File: src/rtl/inv_quarter_sha_iter_pkg.sv
// Shared constants for the iterative inverse quarter-round engine:
// FSM encoding, word width and per-step rotation amounts.
package inv_quarter_sha_iter_pkg;

    localparam int unsigned WordW = 32;

    localparam logic [1:0] StIdle = 2'd0;
    localparam logic [1:0] StRun  = 2'd1;
    localparam logic [1:0] StDone = 2'd2;

    // Rotation amount used by inverse step 0..3.
    localparam int unsigned RotAmt [4] = '{18, 13, 9, 7};

    function automatic logic [WordW-1:0] rotl(input logic [WordW-1:0] x,
                                              input int unsigned     n);
        rotl = (x << n) | (x >> (WordW - n));
    endfunction

endpackage

File: src/rtl/inv_qsha_step.sv
// One combinational inverse step: updates exactly one of the four words,
// selected by the step index, and passes the other three through.
module inv_qsha_step
    import inv_quarter_sha_iter_pkg::*;
(
    input  logic [WordW-1:0] a,
    input  logic [WordW-1:0] b,
    input  logic [WordW-1:0] c,
    input  logic [WordW-1:0] d,
    input  logic [1:0]       step,
    output logic [WordW-1:0] a_nx,
    output logic [WordW-1:0] b_nx,
    output logic [WordW-1:0] c_nx,
    output logic [WordW-1:0] d_nx
);

    logic [WordW-1:0] sum;

    always_comb begin
        a_nx = a;
        b_nx = b;
        c_nx = c;
        d_nx = d;
        sum  = '0;
        case (step)
            2'd0: begin
                sum  = c + d;
                a_nx = a ^ rotl(sum, RotAmt[0]);
            end
            2'd1: begin
                sum  = c + b;
                d_nx = d ^ rotl(sum, RotAmt[1]);
            end
            2'd2: begin
                sum  = a + b;
                c_nx = c ^ rotl(sum, RotAmt[2]);
            end
            default: begin
                sum  = a + d;
                b_nx = b ^ rotl(sum, RotAmt[3]);
            end
        endcase
    end

endmodule

File: src/rtl/inv_quarter_sha_iter.sv
// Iterative inverse of a Salsa-style quarter round: undoes `rounds` forward
// quarter rounds one word-update per clock, with valid/ready on both sides.
module inv_quarter_sha_iter
    import inv_quarter_sha_iter_pkg::*;
#(
    parameter int unsigned RW = 8
) (
    input  logic             clk,
    input  logic             rst_n,
    input  logic             in_valid,
    output logic             in_ready,
    input  logic [WordW-1:0] a_in,
    input  logic [WordW-1:0] b_in,
    input  logic [WordW-1:0] c_in,
    input  logic [WordW-1:0] d_in,
    input  logic [RW-1:0]    rounds,
    output logic             out_valid,
    input  logic             out_ready,
    output logic [WordW-1:0] a_out,
    output logic [WordW-1:0] b_out,
    output logic [WordW-1:0] c_out,
    output logic [WordW-1:0] d_out,
    output logic             busy
);

    logic [1:0]       state_q, state_d;
    logic [1:0]       step_q, step_d;
    logic [RW-1:0]    round_q, round_d;
    logic [WordW-1:0] a_q, b_q, c_q, d_q;
    logic [WordW-1:0] a_d, b_d, c_d, d_d;
    logic [WordW-1:0] a_nx, b_nx, c_nx, d_nx;

    inv_qsha_step u_step (
        .a    (a_q),
        .b    (b_q),
        .c    (c_q),
        .d    (d_q),
        .step (step_q),
        .a_nx (a_nx),
        .b_nx (b_nx),
        .c_nx (c_nx),
        .d_nx (d_nx)
    );

    always_comb begin
        state_d = state_q;
        step_d  = step_q;
        round_d = round_q;
        a_d     = a_q;
        b_d     = b_q;
        c_d     = c_q;
        d_d     = d_q;
        case (state_q)
            StIdle: begin
                if (in_valid) begin
                    a_d     = a_in;
                    b_d     = b_in;
                    c_d     = c_in;
                    d_d     = d_in;
                    round_d = rounds;
                    step_d  = 2'd0;
                    state_d = (rounds == '0) ? StDone : StRun;
                end
            end
            StRun: begin
                a_d    = a_nx;
                b_d    = b_nx;
                c_d    = c_nx;
                d_d    = d_nx;
                step_d = step_q + 2'd1;
                // The counter is only ever decremented from a non-zero value,
                // so the all-ones round count cannot wrap.
                if (step_q == 2'd3) begin
                    round_d = round_q - RW'(1);
                    if (round_q == RW'(1)) begin
                        state_d = StDone;
                    end
                end
            end
            StDone: begin
                if (out_ready) begin
                    state_d = StIdle;
                end
            end
            default: state_d = StIdle;
        endcase
    end

    always_ff @(posedge clk or negedge rst_n) begin
        if (!rst_n) begin
            state_q <= StIdle;
            step_q  <= 2'd0;
            round_q <= '0;
            a_q     <= '0;
            b_q     <= '0;
            c_q     <= '0;
            d_q     <= '0;
        end else begin
            state_q <= state_d;
            step_q  <= step_d;
            round_q <= round_d;
            a_q     <= a_d;
            b_q     <= b_d;
            c_q     <= c_d;
            d_q     <= d_d;
        end
    end

    assign in_ready  = (state_q == StIdle);
    assign busy      = (state_q == StRun);
    assign out_valid = (state_q == StDone);
    assign a_out     = a_q;
    assign b_out     = b_q;
    assign c_out     = c_q;
    assign d_out     = d_q;

endmodule

File: config.mk
export PLATFORM = sky130hd
export DESIGN_NAME = inv_quarter_sha_iter
export DESIGN_NICKNAME = d
export VERILOG_FILES = /design/src/rtl/inv_quarter_sha_iter_pkg.sv /design/src/rtl/inv_qsha_step.sv /design/src/rtl/inv_quarter_sha_iter.sv
export SDC_FILE = /design/constraint.sdc
export NUM_CORES = 1
export LEC_CHECK = 0
export BUFFER_PORTS_ARGS = -buffer_cell sky130_fd_sc_hd__buf_2
export CAP_MARGIN = 0
export CORE_UTILIZATION = 58
export DETAILED_ROUTE_END_ITERATION = 7
export PLACE_DENSITY = 0.78
export SYNTH_ARGS = -nofsm -noshare
export SYNTH_HDL_FRONTEND = slang
export SYNTH_HIERARCHICAL = 1
export SYNTH_SLANG_ARGS = --single-unit
File: constraint.sdc
create_clock -name clk -period 4.1 [get_ports clk]
set_input_delay 0 -clock clk [delete_from_list [all_inputs] [get_ports clk]]
set_output_delay 0 -clock clk [all_outputs]
set_load 0.02 [all_outputs]
==> flow_summary.toml <==
[status]
outcome = "complete, no violations"

[sta]
max-slew-margin-rel_pct = 38.9
finalWorstSetupSlack_ps = 61.4
hold_viol_final = 0
fmax_mhz = 248
finClkSkew_ps = 14.2
tightest_slew_ps = 916
finalCriticalPeriod_ps = 4040
maxSlewViolCount = 0
period_share_pct = 98.5
rsz0062_at_grt = "no"
setup_viol = 0
fin_setup_tns_ps = 0

[worst_setup_path]
rrSetupSlack_ps = 60
timing.rr.end = "a_out[11]$_DFFE_PN0P_"
start_kind = "flop"
crit_path_end = "a_out[11]$_DFFE_PN0P_"
crit_type = "reg2reg"
end_kind = "flop"
required_ps = 4370
critPathArrivalTime_ps = 4310
reg2regPathDepth = 14
crit_fanout = 6
cp-startpoint = "d_out[1]$_DFFE_PN0P_"
r2r_start = "d_out[1]$_DFFE_PN0P_"

[finish]
multiInputGateArea_um2 = 10900
final_core_utilization_pct = 73.5
num-nets-final = 2516
drive_above_1_share_pct = 17.4
finalInstanceArea_um2 = 18700
area_growth_syn_to_layout_pct = 23.6
seq_area_um2 = 3500
antenna_cells = 0
fillers = 1972

[global_route]
grt_pass1_vias = 15700
grt_overflow = 0
grt_antenna_before_repair = 0
grt_max_degree = 141
gr-usage-all-layers_pct = 47.2
grt_pass1_wl_um = 93500

[floorplanning]
floorplan.rows = 58
coreArea_um2 = 25400
die_area_um2 = 26700
die_y_um = 163
die_w_um = 163
initial_core_util_pct = 59.5
io_pins = 271

[clock_network]
clk_path_buf_depth = 2
cts-root-buf = "clkbuf_16"
clock_latency_ps = 440
cts_max_level = 4
cts.sinks = 140
clkTransAtPathRegs_ps = 80
cts-buffers-inserted = 17
postCtsSetupRepairBufs = 0
cts_tree = "yes"

[min_path]
hp-class = "in2reg"

[yosys]
ys_ff_latch = 140
synth-simple-area-share_pct = 17.1
syn-num-nets = 2118
synth-edff-count = 0
synth_top_family_by_area = "compound AO/OA/AOI/OAI gates"
synthXorXnorAreaFrac_pct = 12.6
synth_seq_area_share_pct = 23.2
synthAdderAreaFrac_pct = 11.0
syn_avg_cell_area_um2 = 8.18
async_flop_share_pct = 100
yosysWarnings = 6
synth_compound_area_share_pct = 22.1
netlist_area_um2 = 15100
synthMuxAreaShare_pct = 9.08
synth_ff_type = "dfrtp_1"
synthDistinctLibCells = 87
syn_inst = 1847

[place]
io_buffers = 270
place_congestion = 1.04
dp_slack_ps = 320
hpwl_um = 46900
place_area_um2 = 16700

[drt]
wirelength_um = 63600
drt_first_pass_iters = 8
via_per_inst = 6.38
drc = 0
initialDrtViolationCount = 2415
avgRoutedWirePerCell_um = 24.6
postRouteAntennaNets = 0
num_vias = 16500

[flow_run]
maxCapViolations = 0
synth_stat cells (5+ instances only):
library cell | number | area share [%]
buf_2 | 16 | 0.53
dfrtp_1 | 140 | 23
o21ai_0 | 61 | 2.0
a21oi_1 | 122 | 4.0
nand2b_1 | 17 | 0.70
or3_1 | 11 | 0.46
inv_1 | 35 | 0.87
and3_1 | 17 | 0.70
o211ai_1 | 6 | 0.30
xnor2_1 | 165 | 9.6
a21o_1 | 83 | 4.1
nand3b_1 | 7 | 0.35
buf_12 | 13 | 1.7
and2_1 | 9 | 0.37
ha_1 | 127 | 11
a31oi_1 | 16 | 0.66
nand2_1 | 309 | 7.7
o21ai_1 | 146 | 4.8
nor3b_1 | 6 | 0.30
nand4_1 | 15 | 0.62
clkbuf_1 | 40 | 0.99
buf_6 | 5 | 0.37
xor2_1 | 53 | 3.1
o21a_1 | 9 | 0.45
nor2_1 | 81 | 2.0
nand3_1 | 28 | 0.93
a211oi_1 | 22 | 1.1
nor2b_1 | 17 | 0.70
o21bai_1 | 11 | 0.55
or2_2 | 6 | 0.25
nor4_1 | 5 | 0.21
nor3_1 | 25 | 0.83
mux2i_1 | 136 | 9.0
state kept, by name, summed over array words and instances (netlist names):
register  count
round_q       8
d_out        32
b_out        32
c_out        32
state_q       2
a_out        32
step_q        2
how the worst min path moves through the flow:
stage	start	endpoint	slack (ps)	cells past startpoint
3_5_place_dp	rst_n	round_q[4]$_DFFE_PN0P_	190	2
3_3_place_gp	rst_n	round_q[2]$_DFFE_PN0P_	180	2
4_1_cts	a_in[10]	a_out[10]$_DFFE_PN0P_	10	3
5_1_grt	a_in[10]	a_out[10]$_DFFE_PN0P_	40	3
2_1_floorplan	rst_n	a_out[0]$_DFFE_PN0P_	-300	0
6_report	in_valid	state_q[0]$_DFFE_PN0P_	30	5
timing repair:
item	4_1_cts	5_1_grt
resized for setup	0	1
setup endpoints to repair	0	1
endpoints found under the hold margin	275	0
hold buffers	136	0
cell type report:
class	count	share of cell area, %
multi-input cells	1591	58.3
flip-flops and latches	140	18.8
repair buffers	459	17.0
clock buffers	18	2.35
well taps	330	2.21
inverters	36	0.750
clock inverters	14	0.670
routing by layer:
| metal | track usage, % | vias up | routed length, um |
|---|---|---|---|
| li1 | - | 7385 | - |
| met1 | 58.5 | 7697 | 24000 |
| met2 | 70.9 | 1172 | 26800 |
| met3 | 9.93 | 258 | 7270 |
| met4 | 37.9 | 0 | 5580 |
| met5 | 0 | - | 0 |
metrics by stage:
stage	instances	hold WS (ps)
final	2588	26.3
after CTS	2588	11.6
after detailed placement	2420	189
after global routing	2588	36.6
after floorplan	1847	-296
after global placement	2420	181
placed cells by master, fill, tap and decap left out, drive strengths merged, types with 7 or more instances in the layout:
cell / count
a211oi: 22
a21o: 84
a21oi: 125
a31oi: 17
and2: 9
and3: 18
buf: 323
clkbuf: 18
dfrtp: 140
dlygate4sd3: 136
ha: 127
inv: 44
mux2i: 136
nand2: 309
nand2b: 19
nand3: 28
nand3b: 7
nand4: 15
nor2: 81
nor2b: 18
nor3: 26
o211ai: 7
o21a: 9
o21ai: 211
o21bai: 12
or3: 12
xnor2: 165
xor2: 53
logic make-up after synthesis:
logic type	Yosys count
compound gates	536
xor+xnor	218
fa+ha+maj	131
buf+inv	116
flops	140
mux	137
simple gates	569
worst max-delay path: stages (launching register included):
cell and delay (ps):
dfrtp_1 520, buf_4 240, ha_1 300, a211oi_1 100
o21a_1 240, nor4_1 420, o21a_1 220, o211ai_1 140
a21oi_1 550, a31oi_1 190, xnor2_1 190, nand2_1 90
xnor2_1 160, mux2i_1 90, o21ai_1 400
Power is left out: the tool's default activity adds up to more than one toggle a clock period on the data nets, which glitch-free logic cannot reach.
